<file path="src/rtl/spi_master_ctrl_if.sv">
// rtl/spi_master_ctrl_if.sv - request/response bus and SPI pins of the SPI master sequencer
//
// Ports (signals):
//   req_valid/req_ready/req_rw/req_addr/req_wdata  request handshake from the requester
//   rsp_valid/rsp_rdata                            one-cycle response strobe and read data
//   busy                                           controller not in IDLE
//   sclk/cs/mosi/miso                              SPI pins towards the slave
// Modports: master = requester plus SPI slave side, slave = spi_master_ctrl.
interface spi_master_ctrl_if;
    logic       req_valid;
    logic       req_ready;
    logic       req_rw;
    logic [6:0] req_addr;
    logic [7:0] req_wdata;
    logic       rsp_valid;
    logic [7:0] rsp_rdata;
    logic       busy;
    logic       sclk;
    logic       cs;
    logic       mosi;
    logic       miso;

    modport master (
        output req_valid, req_rw, req_addr, req_wdata, miso,
        input  req_ready, rsp_valid, rsp_rdata, busy, sclk, cs, mosi
    );

    modport slave (
        input  req_valid, req_rw, req_addr, req_wdata, miso,
        output req_ready, rsp_valid, rsp_rdata, busy, sclk, cs, mosi
    );
endinterface

</file>
<file path="src/rtl/spi_master_ctrl.sv">
// rtl/spi_master_ctrl.sv - SPI master sequencer: one 16-bit frame (addr7, rw, data8) per request
//
// Ports:
//   clk     system clock, rising edge
//   rst_n   asynchronous active-low reset
//   bus     spi_master_ctrl_if.slave: request handshake, response strobe, busy, SPI pins
// Parameter CLK_DIV: clk cycles per sclk half-period (2..255).
module spi_master_ctrl #(
    parameter int CLK_DIV = 4
) (
    input  logic               clk,
    input  logic               rst_n,
    spi_master_ctrl_if.slave   bus
);

    typedef enum logic [2:0] {IDLE, SETUP, SHIFT, HOLD, GAP} state_t;

    localparam logic [7:0] DIV_RELOAD = 8'(CLK_DIV - 1);

    state_t      r_state;
    state_t      w_next;
    logic [7:0]  r_div;
    logic [4:0]  r_bits;
    logic [15:0] r_tx;
    logic [7:0]  r_rx;
    logic        r_rw;
    logic        r_sclk;
    logic        r_cs;
    logic        r_mosi;
    logic        r_rsp_valid;
    logic [7:0]  r_rsp_rdata;

    logic        w_hs;
    logic        w_div_zero;
    logic        w_rise;
    logic        w_fall;
    logic        w_last_fall;
    logic [15:0] w_tx;

    assign w_hs        = (r_state == IDLE) && bus.req_valid;
    assign w_div_zero  = (r_div == 8'd0);
    // The edge that flips sclk is decided by the current (pre-toggle) level.
    assign w_rise      = (r_state == SHIFT) && w_div_zero && !r_sclk;
    assign w_fall      = (r_state == SHIFT) && w_div_zero && r_sclk;
    assign w_last_fall = w_fall && (r_bits == 5'd16);
    // Reads send zeros in the data phase so the slave never sees stale write data.
    assign w_tx        = {bus.req_addr, bus.req_rw, bus.req_rw ? 8'h00 : bus.req_wdata};

    always_ff @(posedge clk or negedge rst_n) begin
        if (!rst_n) begin
            r_state <= IDLE;
        end else begin
            r_state <= w_next;
        end
    end

    always_comb begin
        w_next = r_state;
        case (r_state)
            IDLE:    if (w_hs)        w_next = SETUP;
            SETUP:   if (w_div_zero)  w_next = SHIFT;
            SHIFT:   if (w_last_fall) w_next = HOLD;
            HOLD:    if (w_div_zero)  w_next = GAP;
            GAP:     if (w_div_zero)  w_next = IDLE;
            default:                  w_next = IDLE;
        endcase
    end

    always_ff @(posedge clk or negedge rst_n) begin
        if (!rst_n) begin
            r_div       <= 8'd0;
            r_bits      <= 5'd0;
            r_tx        <= 16'd0;
            r_rx        <= 8'd0;
            r_rw        <= 1'b0;
            r_sclk      <= 1'b0;
            r_cs        <= 1'b1;
            r_mosi      <= 1'b0;
            r_rsp_valid <= 1'b0;
            r_rsp_rdata <= 8'd0;
        end else begin
            r_rsp_valid <= 1'b0;
            if (r_state == IDLE) begin
                if (w_hs) begin
                    r_tx   <= w_tx;
                    r_rw   <= bus.req_rw;
                    r_cs   <= 1'b0;
                    r_mosi <= w_tx[15];
                    r_div  <= DIV_RELOAD;
                    r_bits <= 5'd0;
                    r_rx   <= 8'd0;
                end
            end else begin
                // One shared half-period timer for SETUP, SHIFT, HOLD and GAP.
                r_div <= w_div_zero ? DIV_RELOAD : r_div - 8'd1;
            end

            if (w_rise) begin
                r_sclk <= 1'b1;
                r_rx   <= {r_rx[6:0], bus.miso};
                r_bits <= r_bits + 5'd1;
            end
            if (w_fall) begin
                r_sclk <= 1'b0;
                r_tx   <= {r_tx[14:0], 1'b0};
                r_mosi <= r_tx[14];
            end

            if ((r_state == HOLD) && w_div_zero) begin
                r_cs        <= 1'b1;
                r_rsp_valid <= 1'b1;
                r_rsp_rdata <= r_rw ? r_rx : 8'h00;
            end
        end
    end

    assign bus.req_ready = (r_state == IDLE);
    assign bus.busy      = (r_state != IDLE);
    assign bus.sclk      = r_sclk;
    assign bus.cs        = r_cs;
    assign bus.mosi      = r_mosi;
    assign bus.rsp_valid = r_rsp_valid;
    assign bus.rsp_rdata = r_rsp_rdata;

endmodule

</file>
<file path="src/flat_wrapper.sv">
// flat-port wrapper written by rule: the top's interface ports become plain ports
module spi_master_ctrl_flat 
#(
    parameter int CLK_DIV = 4
)
  (clk, rst_n, bus_req_valid, bus_req_rw, bus_req_addr, bus_req_wdata, bus_miso, bus_req_ready, bus_rsp_valid, bus_rsp_rdata, bus_busy, bus_sclk, bus_cs, bus_mosi);
  spi_master_ctrl_if bus_i ();
  input  logic clk;
  input  logic rst_n;
  input wire logic [$bits(bus_i.req_valid)-1:0] bus_req_valid;
  input wire logic [$bits(bus_i.req_rw)-1:0] bus_req_rw;
  input wire logic [$bits(bus_i.req_addr)-1:0] bus_req_addr;
  input wire logic [$bits(bus_i.req_wdata)-1:0] bus_req_wdata;
  input wire logic [$bits(bus_i.miso)-1:0] bus_miso;
  output wire logic [$bits(bus_i.req_ready)-1:0] bus_req_ready;
  output wire logic [$bits(bus_i.rsp_valid)-1:0] bus_rsp_valid;
  output wire logic [$bits(bus_i.rsp_rdata)-1:0] bus_rsp_rdata;
  output wire logic [$bits(bus_i.busy)-1:0] bus_busy;
  output wire logic [$bits(bus_i.sclk)-1:0] bus_sclk;
  output wire logic [$bits(bus_i.cs)-1:0] bus_cs;
  output wire logic [$bits(bus_i.mosi)-1:0] bus_mosi;
  assign bus_i.req_valid = bus_req_valid;
  assign bus_i.req_rw = bus_req_rw;
  assign bus_i.req_addr = bus_req_addr;
  assign bus_i.req_wdata = bus_req_wdata;
  assign bus_i.miso = bus_miso;
  assign bus_req_ready = bus_i.req_ready;
  assign bus_rsp_valid = bus_i.rsp_valid;
  assign bus_rsp_rdata = bus_i.rsp_rdata;
  assign bus_busy = bus_i.busy;
  assign bus_sclk = bus_i.sclk;
  assign bus_cs = bus_i.cs;
  assign bus_mosi = bus_i.mosi;
  spi_master_ctrl #(.CLK_DIV(CLK_DIV)) u_core (.clk(clk), .rst_n(rst_n), .bus(bus_i));
endmodule
</file>
<file path="config.mk">
export PLATFORM = sky130hd
export DESIGN_NAME = spi_master_ctrl_flat
export DESIGN_NICKNAME = d
export VERILOG_FILES = /design/src/rtl/spi_master_ctrl_if.sv /design/src/rtl/spi_master_ctrl.sv /design/src/flat_wrapper.sv
export SDC_FILE = /design/constraint.sdc
export NUM_CORES = 1
export LEC_CHECK = 0
export CAP_MARGIN = 5
export CORE_MARGIN = 5
export CORE_UTILIZATION = 40
export CTS_BUF_LIST = sky130_fd_sc_hd__clkbuf_4
export DETAILED_ROUTE_END_ITERATION = 8
export GPL_ROUTABILITY_DRIVEN = 0
export HOLD_SLACK_MARGIN = 0.03
export PLACE_DENSITY = 0.72
export SLEW_MARGIN = 25
export SYNTH_ARGS = -nofsm -noshare
export SYNTH_HDL_FRONTEND = slang
export SYNTH_SLANG_ARGS = --single-unit
</file>
<file path="constraint.sdc">
create_clock -name clk -period 4.5 [get_ports clk]
set_input_delay 0.675 -clock clk [delete_from_list [all_inputs] [get_ports clk]]
set_output_delay 0.675 -clock clk [all_outputs]
set_load 0.01 [all_outputs]
</file>
==> metrics.txt <==
CTS Buf Count=5; DRC Markers=0; nets@finish=a little over 300; setup_tns=0 ns; grt ovf=0; die height=about 90 um; GR Util All Layers=13.6%; Sink Count=52; Avg Inst Size Synth=9.40 sq um; initial antenna violation count=0; crit path cell chain=or3_1, inv_4, clkdlybuf4s50_1; CTS-repair resized insts=0; Syn-to-layout area delta=17.5%; nature of the critical path endpoint=output port; Post-Syn Area=between 0.002 and 0.0025 sq mm; die area=0.00772 sq mm; Tot Pwr=around 1.5 mW; clock tree root buffer cell=clkbuf_4; Max-Cap Viols=0; Yosys cell types=42; critical path type=reg2out; ys async rst share=100%; CP max FO=7; commonest non-fill, non-tap cell in the layout=nand2_1; Setup Skew=slightly above 0.009 ns; Fin. Hold Viols=0; worst slew pin tran=1.04 ns; most frequent cells in the layout=60 x nand2_1, 51 x dfrtp_1, 32 x clkdlybuf4s50_1; vias in the first global route=approximately 1900; Final min period=2.72 ns; FMAX=368 MHz; # diodes=0; Worst-Skew Late Latency=between 0.3 and 0.4 ns; Req. time, crit path=3.83 ns; Post-CTS Setup Bufs=0; CP max stage delay=around 0.54 ns; fin crit share=60.4%; layout cell share with drive strength beyond 1=7.02%; # hold bufs at CTS=0; Syn Inst Count=258; Iter 0 DRT Violations=67; Synthesized Nets=281; dominant synthesized flop cell=dfrtp_1; post-route ant nets=0; # H-tree levels=2; final core utilization=48.1%; via count=1889; IO Pins=34; largest net degree at the start of global routing=53; Final HPWL DP=roughly 3200 um; Slew headroom=29.9%; worst min path class=in2async; clock transition at the registers of the reported paths=0.14 ns; mean routed wirelength per cell=13.1 um; routed vias/inst=approximately 5.2; Max Slew Vio Count=0; maximum VDD drop=about 0.22 mV; #FFs+latches synth=52; Post-synth EDFFs=0; RSZ-0062 raised after global routing=no; Initial Util=41.0%; Core ar.=0.00592 sq mm; worst path arrival time=2.05 ns; sequential share of the synthesized area=53.7%; PwrDens=533 mW/mm^2; CTS tree=built; leakage dissipation=1.23 nW; crit path max-delay cell type=clkdlybuf4s50_1; first-pass GRT wire length=8470 um; Port Buffers=33; Final setup viols=0; 1st-pass router iterations=4; status=finished, final reports clean; floorplan row count=28; Synth Warn #=0; CTS max path bufs=2; Routed Wire Length=4710 um; worst hold slack=0.397 ns; CP Launch Type=register; Die X=87.9 um
==> worst max-delay path, delay by kind of cell, from the launching register on <==
family        cells  cell delay, ns
simple gates      1            0.52
flops             1            0.48
buf+inv           2            0.68
==> per-layer routing <==
layer	up-vias	track usage, %	routed length [um]	share of wire (%)
li1	945	-	-	-
met1	901	18.0	2210	47
met2	36	21.8	2220	47
met3	7	3.76	228	4.8
met4	0	4.04	50	1.1
met5	-	0	0	0
==> path summary, 6_finish.rpt <==
check                                               from                                  end  slack [ns]  cells past startpoint
min in group clk               u_core.bus.cs$_DFFE_PN1P_            u_core.bus.cs$_DFFE_PN1P_        0.47                      2
hold reg to reg                u_core.bus.cs$_DFFE_PN1P_            u_core.bus.cs$_DFFE_PN1P_        0.47                      2
hold / removal                                     rst_n  u_core.bus.rsp_rdata[1]$_DFFE_PN0P_        0.40                      2
setup reg to reg             u_core.r_div[4]$_DFFE_PN0P_          u_core.r_tx[10]$_DFFE_PN0P_        1.85                      3
setup / recovery           u_core.r_state[0]$_DFFE_PN0P_                        bus_req_ready        1.78                      3
max in group asynchronous                          rst_n         u_core.r_bits[4]$_DFFE_PN0P_        3.68                      2
==> state kept, by name, indices dropped and copies added (netlist names), 3 cells and up <==
name                  flops
u_core.r_tx              15
u_core.r_bits             5
u_core.r_div              8
u_core.r_rx               8
u_core.r_state            3
u_core.bus.rsp_rdata      8
==> cells in the mapped netlist (5+ instances only) <==
library cell / n / area share [%]
nand2_1: 60 / 9.3
nor2_1: 9 / 1.4
nor3b_1: 7 / 2.2
inv_1: 8 / 1.2
a21oi_1: 10 / 2.1
buf_2: 5 / 1.0
o21ai_0: 30 / 6.2
nand3_1: 19 / 3.9
clkbuf_1: 5 / 0.77
dfrtp_1: 51 / 53
a22oi_1: 8 / 2.5
==> cell families (layout without fill, tap and decap cells) <==
family / count (synthesis) / in the layout / synth area share [%]
buf+inv: 25 / 52 / 5.00
xor+xnor: 4 / 4 / 1.44
compound gates: 60 / 60 / 14.5
simple gates: 113 / 113 / 23.3
fa+ha+maj: 3 / 3 / 1.55
mux: 1 / 1 / 0.464
flops: 52 / 52 / 53.7
==> per-stage QoR <==
step / cell area, sq um / std cells / worst slack [ns]
finish: 2850 / 360 / 1.78
global route: 2850 / 360 / 1.60
CTS: 2850 / 360 / 1.75
detailed placement: 2780 / 352 / 1.90
global placement: 2780 / 352 / 1.99
floorplan: 2430 / 258 / 2.77
==> where the power goes <==
part | internal, mW | switching [mW] | leakage [nW] | total [mW]
clock network | 0.114 | 0.141 | 0.0403 | 0.255
logic | 0.218 | 0.269 | 0.562 | 0.487
registers | 0.634 | 0.145 | 0.630 | 0.779
==> cell type report <==
type,instances,area [sq um]
Inverter,9,36.3
Fill cell,588,3070
Timing Repair Buffer,35,340
Multi-Input combinational cell,181,1000
Tap cell,75,93.8
Clock buffer,5,37.5
Sequential cell,52,1300
Clock inverter,3,37.5
Note: power is estimated with default switching activity, not from simulation.
